## src/rtl/lif_spike_unit.sv

```systemverilog
// Registered leaky-integrate-and-fire spike stage: threshold compare, membrane
// reset, programmable refractory period and saturating spike counter.
module lif_spike_unit #(
    parameter int unsigned WIDTH    = 4,
    parameter int unsigned REFRAC_W = 3,
    parameter int unsigned CNT_W    = 8
) (
    input  logic                clk,
    input  logic                rst_n,
    input  logic                en,
    input  logic [WIDTH-1:0]    u_in,
    input  logic [WIDTH-1:0]    theta,
    input  logic [REFRAC_W-1:0] refrac_len,
    input  logic                reset_mode,
    input  logic                cnt_clr,
    output logic                spike,
    output logic [WIDTH-1:0]    u_out,
    output logic                refractory,
    output logic [CNT_W-1:0]    spike_count
);

    typedef enum logic {
        ACTIVE = 1'b0,
        REFRAC = 1'b1
    } state_t;

    state_t              state;
    logic [REFRAC_W-1:0] rcnt;
    logic [WIDTH:0]      diff;
    logic                fire;
    logic                fire_step;

    // Extra MSB acts as the borrow: clear means u_in >= theta.
    assign diff      = {1'b0, u_in} - {1'b0, theta};
    assign fire      = ~diff[WIDTH];
    assign fire_step = en && (state == ACTIVE) && fire;

    always_ff @(posedge clk) begin
        if (!rst_n) begin
            state       <= ACTIVE;
            spike       <= 1'b0;
            u_out       <= '0;
            refractory  <= 1'b0;
            rcnt        <= '0;
            spike_count <= '0;
        end else begin
            spike <= 1'b0;
            if (en) begin
                case (state)
                    ACTIVE: begin
                        if (fire) begin
                            spike <= 1'b1;
                            u_out <= reset_mode ? diff[WIDTH-1:0] : '0;
                            if (refrac_len != '0) begin
                                state      <= REFRAC;
                                rcnt       <= refrac_len;
                                refractory <= 1'b1;
                            end
                        end else begin
                            u_out <= u_in;
                        end
                    end
                    REFRAC: begin
                        u_out <= '0;
                        rcnt  <= rcnt - REFRAC_W'(1);
                        if (rcnt == REFRAC_W'(1)) begin
                            state      <= ACTIVE;
                            refractory <= 1'b0;
                        end
                    end
                    default: state <= ACTIVE;
                endcase
            end

            if (cnt_clr)
                spike_count <= '0;
            else if (fire_step && (spike_count != '1))
                spike_count <= spike_count + CNT_W'(1);
        end
    end

endmodule
```

## config.mk

```make
export PLATFORM = sky130hd
export DESIGN_NAME = lif_spike_unit
export DESIGN_NICKNAME = d
export VERILOG_FILES = /design/src/rtl/lif_spike_unit.sv
export SDC_FILE = /design/constraint.sdc
export NUM_CORES = 1
export LEC_CHECK = 0
export CORE_MARGIN = 1
export CORE_UTILIZATION = 40
export CTS_CLUSTER_SIZE = 10
export DETAILED_ROUTE_END_ITERATION = 16
export PLACE_DENSITY = 0.68
export SLEW_MARGIN = 10
export SYNTH_ARGS = -nofsm -noshare
export SYNTH_HDL_FRONTEND = slang
export SYNTH_SLANG_ARGS = --single-unit
```

## constraint.sdc

```tcl
create_clock -name clk -period 2.4 [get_ports clk]
set_input_delay 0.24 -clock clk [delete_from_list [all_inputs] [get_ports clk]]
set_output_delay 0.24 -clock clk [all_outputs]
set_load 0.05 [all_outputs]
```

==> results.yml, run 1 <==
outcome:
  status: "finished, final reports clean"
clocking:
  ctsHtreeMaxLevel: 1
  hold_buffers: 0
  cts_setup_buffers: 0
  clock_latency_ns: 0.29
  clock-sinks: 18
  ctsLongestPathBuffers: 2
  cts_resized: 0
  numCtsBuffers: 3
  cts_tree: "yes"
  clockRootBuffer: "clkbuf_4"
  clkTransAtPathRegs_ns: 0.10
power_and_ir_drop:
  swShare: 0.307
  p_int_mw: 0.496
  finalPower_mw: 0.716
  comb_power_share: 0.282
  p_per_area_mw_per_mm2: 478
  pwr-share-seq: 0.455
  power_switching_mw: 0.220
  pwr-share-clk: 0.263
  ir_drop_uv: 289
  p_leak_nw: 0.615
drt:
  wire_per_inst_um: 13.4
  first_pass_iters: 4
  avgViaCountPerCell: 5.61
  ant_nets: 0
  drc_errors: 0
  routed_wl_mm: 2.64
  vias: 1105
  drt_iter0_drc: 36
job:
  maxCapViolations: 0
setup_path:
  reg2reg_depth: 4
  critical_path_arrival_ns: 2.34
  crit_start: "u_in[0]"
  endpoint_kind: "flop"
  start_kind: "input port"
  cp_max_fo: 14
  r2r-start: "state"
  r2r-end: "spike_count[4]"
  crit_type: "input port to flop"
  r2r_setup_slack_ns: 0.71
  worstPathRequired_ns: 2.63
sta:
  slew_headroom: 0.662
  setup_violations: 0
  hold_slack_ns: 0.493
  fin_worst_skew_ns: 0.00313
  hold_violations: 0
  rsz0062_at_grt: "false"
  maxSlewViolCount: 0
  fin_ws_ns: 0.285
  finalCriticalPeriod_ns: 2.12
  setup_tns_ns: 0
  fin_crit_sh: 0.881
  worstMarginPinSlew_ns: 0.507
  max_clock_freq_ghz: 0.473
synth:
  synth_flop_cell: "dfxtp_1"
  synth_nets: 161
  yosys.area.top_type_share: 0.308
  netlist-cell-type-count: 41
  post_synth_instance_area_mm2: 0.00117
  ys_ff_latch: 18
  seq_area_frac_synth: 0.308
  yosysTopAreaCell: "dfxtp_1"
  synthArstFlopShare: 0
  synthTopCellsByArea: "dfxtp_1, ha_1, a31oi_1"
  avgSynthCellArea_um2: 8.54
  ys_warn_count: 0
  synth_edf_count: 0
  syn_inst: 137
placed_design:
  place_congestion: 0.826
  place_area_mm2: 0.00146
  place_inst: 193
  dp_hpwl_mm: 2.04
  numPortBuffers: 29
  pre_cts_slack_ns: -0.0103
die:
  core_mm2: 0.00276
  die_w_um: 56.1
  die_area_mm2: 0.00314
  rows: 19
  start_util: 0.424
  pin_count: 30
  die_y_um: 56.1
finish:
  diodes: 0
  final_area_mm2: 0.00150
  final_util: 0.543
  layout.nets: 191
  stdcell_count: 197
  layout-drive-gt1-share: 0.127
  syn_to_final_growth_pct: 27.9
grt:
  grt_antenna_before_repair: 0
  grt.overflow.total: 0
  grt_max_degree: 15
  first_global_vias: 1061
  grt_pass1_wl_mm: 4.45
  track_usage: 0.177
hold_path:
  holdPathEnd: "u_out[2]"
  hold_start: "u_out[2]"
  whs_path_depth: 2
  hold_class: "flop to flop"
-- critical path, cell delays in order --
cell and delay (ns):
clkdlybuf4s50_1 0.39, inv_1 0.07, ha_1 0.14, inv_1 0.06, fa_1 0.39, a211o_1 0.32
and3_1 0.36, a31o_2 0.27, a21oi_1 0.10
-- cells in the final DEF, fill, tap and decap left out, types with 2 or more instances in the layout --
master           instances
nand3_1                  5
clkbuf_4                 3
a41o_2                   3
and3_2                   2
nor2_1                   6
o21ai_0                  8
and4_1                   2
and2_2                   2
or3_1                    2
and2b_2                  2
inv_1                   11
and3_1                   3
a31oi_1                 10
nand2_1                 12
dfxtp_1                 18
a21boi_0                 3
ha_1                     7
nand4_1                  2
nand3b_1                 5
xor2_1                   2
clkdlybuf4s50_1         29
buf_4                    4
a21oi_1                  5
a211oi_1                 2
-- cells in the mapped netlist (all sizes together), types with 2 or more instances --
master,instances
dfxtp,18
nand3,5
o21ai,8
xor2,2
and2,2
a21oi,5
and3,5
and2b,2
nand3b,5
nand4,3
a31oi,10
a41o,4
a211oi,2
inv,11
a21boi,3
and4,2
nand2,12
ha,7
clkbuf,2
or3,3
buf,6
nor2,6
-- flip-flops by register name, indices dropped and copies added (netlist names) --
name         flops
rcnt             3
refractory       1
spike            1
spike_count      8
state            1
u_out            4
-- cells by family (layout without fill, tap and decap cells) --
| kind of cell | count (synthesis) | count (layout) | synth area share |
|---|---|---|---|
| compound gates | 41 | 41 | 0.246 |
| xor+xnor | 2 | 2 | 0.0150 |
| fa+ha+maj | 8 | 8 | 0.0920 |
| buf+inv | 19 | 48 | 0.0941 |
| flops | 18 | 18 | 0.308 |
| simple gates | 49 | 49 | 0.245 |
-- area by class of cell --
| class | count | area, um2 |
|---|---|---|
| flip-flops and latches | 18 | 360 |
| well taps | 31 | 38.8 |
| clock buffers | 4 | 36.3 |
| fillers | 272 | 1260 |
| multi-input cells | 100 | 699 |
| repair buffers | 33 | 320 |
| inverters | 11 | 41.3 |
-- how the worst max path moves through the flow --
stage,endpoint,cells after the start
floorplan,spike_count[2],9
global placement,spike_count[5],9
detailed placement,spike_count[5],9
CTS,spike_count[5],9
global route,spike_count[3],9
finish,spike_count[5],9
-- power by group through the flow --
stage	combinational, mW	clock [mW]	sequential [mW]
after floorplan	0.108	0	0.359
after global placement	0.195	0	0.332
after detailed placement	0.200	0	0.333
after CTS	0.201	0.194	0.326
after global routing	0.221	0.208	0.328
final	0.202	0.188	0.326
-- metal layers --
| metal | global-route usage | vias to the layer above | wire length [um] |
|---|---|---|---|
| met2 | 0.306 | 29 | 1260 |
| met1 | 0.219 | 510 | 1270 |
| met4 | 0.0767 | 0 | 23 |
| met3 | 0.0233 | 4 | 94 |
| li1 | - | 562 | - |
| met5 | 0 | - | 0 |
No activity file was read; power rests on OpenSTA's default activity.
==> inputs of run 2 (changes only) <==
MAX_ROUTING_LAYER = met4   (was default)
==> run 2 against run 1 <==
Against the previous run: fmax up 0.28%; via count up 0.45%; die area unchanged; first-iteration DRC count down 8.3%; largest cell class unchanged.
==> results.yml, run 2 (synthesized netlist as in run 1, its figures left out) <==
grt:
  first_global_vias: 1062
  track_usage: 0.182
  grt_max_degree: 15
  grt_pass1_wl_mm: 4.45
  grt.overflow.total: 0
  grt_antenna_before_repair: 0
sta:
  hold_slack_ns: 0.493
  finalCriticalPeriod_ns: 2.11
  hold_violations: 0
  fin_crit_sh: 0.879
  worstMarginPinSlew_ns: 0.500
  slew_headroom: 0.665
  rsz0062_at_grt: "false"
  fin_worst_skew_ns: 0.00310
  setup_tns_ns: 0
  maxSlewViolCount: 0
  setup_violations: 0
  max_clock_freq_ghz: 0.474
clocking:
  clock_latency_ns: 0.29
  numCtsBuffers: 3
  cts_resized: 0
  clock-sinks: 18
  ctsHtreeMaxLevel: 1
  cts_tree: "yes"
  cts_setup_buffers: 0
  clkTransAtPathRegs_ns: 0.10
  hold_buffers: 0
  clockRootBuffer: "clkbuf_4"
  ctsLongestPathBuffers: 2
power_and_ir_drop:
  pwr-share-seq: 0.456
  p_leak_nw: 0.615
  comb_power_share: 0.281
  p_int_mw: 0.496
  p_per_area_mw_per_mm2: 478
  ir_drop_uv: 289
  finalPower_mw: 0.716
  swShare: 0.307
  pwr-share-clk: 0.263
  power_switching_mw: 0.220
placed_design:
  place_congestion: 0.838
  place_inst: 193
  dp_hpwl_mm: 2.04
  numPortBuffers: 29
  place_area_mm2: 0.00146
finish:
  layout-drive-gt1-share: 0.127
  layout.nets: 191
  stdcell_count: 197
  final_cell_mix: "clkdlybuf4s50_1, dfxtp_1, nand2_1"
  final_area_mm2: 0.00150
  largest_reg_flops: 8
  largest_register: "spike_count"
  syn_to_final_growth_pct: 27.9
  layout_commonest_cell: "clkdlybuf4s50_1"
  top_regs: "spike_count (8), u_out (4), rcnt (3)"
  diodes: 0
drt:
  first_pass_iters: 4
  avgViaCountPerCell: 5.63
  drc_errors: 0
  routed_wl_mm: 2.64
  drt_iter0_drc: 33
  vias: 1110
  ant_nets: 0
  wire_per_inst_um: 13.4
hold_path:
  holdPathEnd: "u_out[2]"
  whs_path_depth: 2
  hold_class: "flop to flop"
  hold_start: "u_out[2]"
job:
  maxCapViolations: 0
setup_path:
  worstPathRequired_ns: 2.63
  crit_type: "input port to flop"
  cp_max_fo: 14
  r2r-end: "spike_count[4]"
  r2r_setup_slack_ns: 0.72
  reg2reg_depth: 4
  endpoint_kind: "flop"
  critical_path_arrival_ns: 2.34
  r2r-start: "state"
  start_kind: "input port"
die:
  start_util: 0.424
  die_w_um: 56.1
  die_area_mm2: 0.00314
  rows: 19
  core_mm2: 0.00276
  die_y_um: 56.1
  pin_count: 30
outcome:
  status: "finished, final reports clean"
run 2: critical path, cell delays in order:
cell and delay (ns):
clkdlybuf4s50_1 0.39, inv_1 0.07, ha_1 0.14, inv_1 0.06, fa_1 0.39, a211o_1 0.32
and3_1 0.35, a31o_2 0.27, a21oi_1 0.10
run 2: power by group through the flow:
stage	registers (mW)	logic [mW]	clock network (mW)
final	0.326	0.201	0.188
after global routing	0.328	0.221	0.208
after CTS	0.326	0.201	0.194
after detailed placement	0.333	0.200	0
after global placement	0.332	0.195	0
after floorplan	0.359	0.108	0
run 2: worst max-delay path by stage:
stage | from | slack, ns | endpoint | cells past startpoint
3_5_place_dp | u_in[0] | -0.01 | spike_count[5] | 9
6_report | u_in[0] | 0.29 | spike_count[5] | 9
3_3_place_gp | u_in[0] | 0.06 | spike_count[5] | 9
5_1_grt | u_in[0] | 0.14 | spike_count[3] | 9
4_1_cts | u_in[0] | 0.30 | spike_count[5] | 9
2_1_floorplan | u_in[0] | 0.46 | spike_count[2] | 9
run 2: routing by layer:
metal	up-vias	GRT usage	part of all wire	wire, um
li1	562	-	-	-
met1	513	0.219	0.48	1270
met2	31	0.306	0.47	1250
met3	4	0.0233	0.036	95
met4	0	0.0767	0.011	30
met5	-	-	0	0
run 2: through the flow:
stage / utilization / setup slack, ns
2_1_floorplan: - / 0.463
3_3_place_gp: 0.529 / 0.0586
3_5_place_dp: 0.529 / -0.0103
4_1_cts: 0.543 / 0.297
5_1_grt: 0.543 / 0.141
6_report: 0.543 / 0.291
run 2: area by class of cell:
type	count	area, um2
Fill cell	272	1260
Timing Repair Buffer	33	320
Sequential cell	18	360
Clock buffer	4	36.3
Inverter	11	41.3
Multi-Input combinational cell	100	699
Tap cell	31	38.8
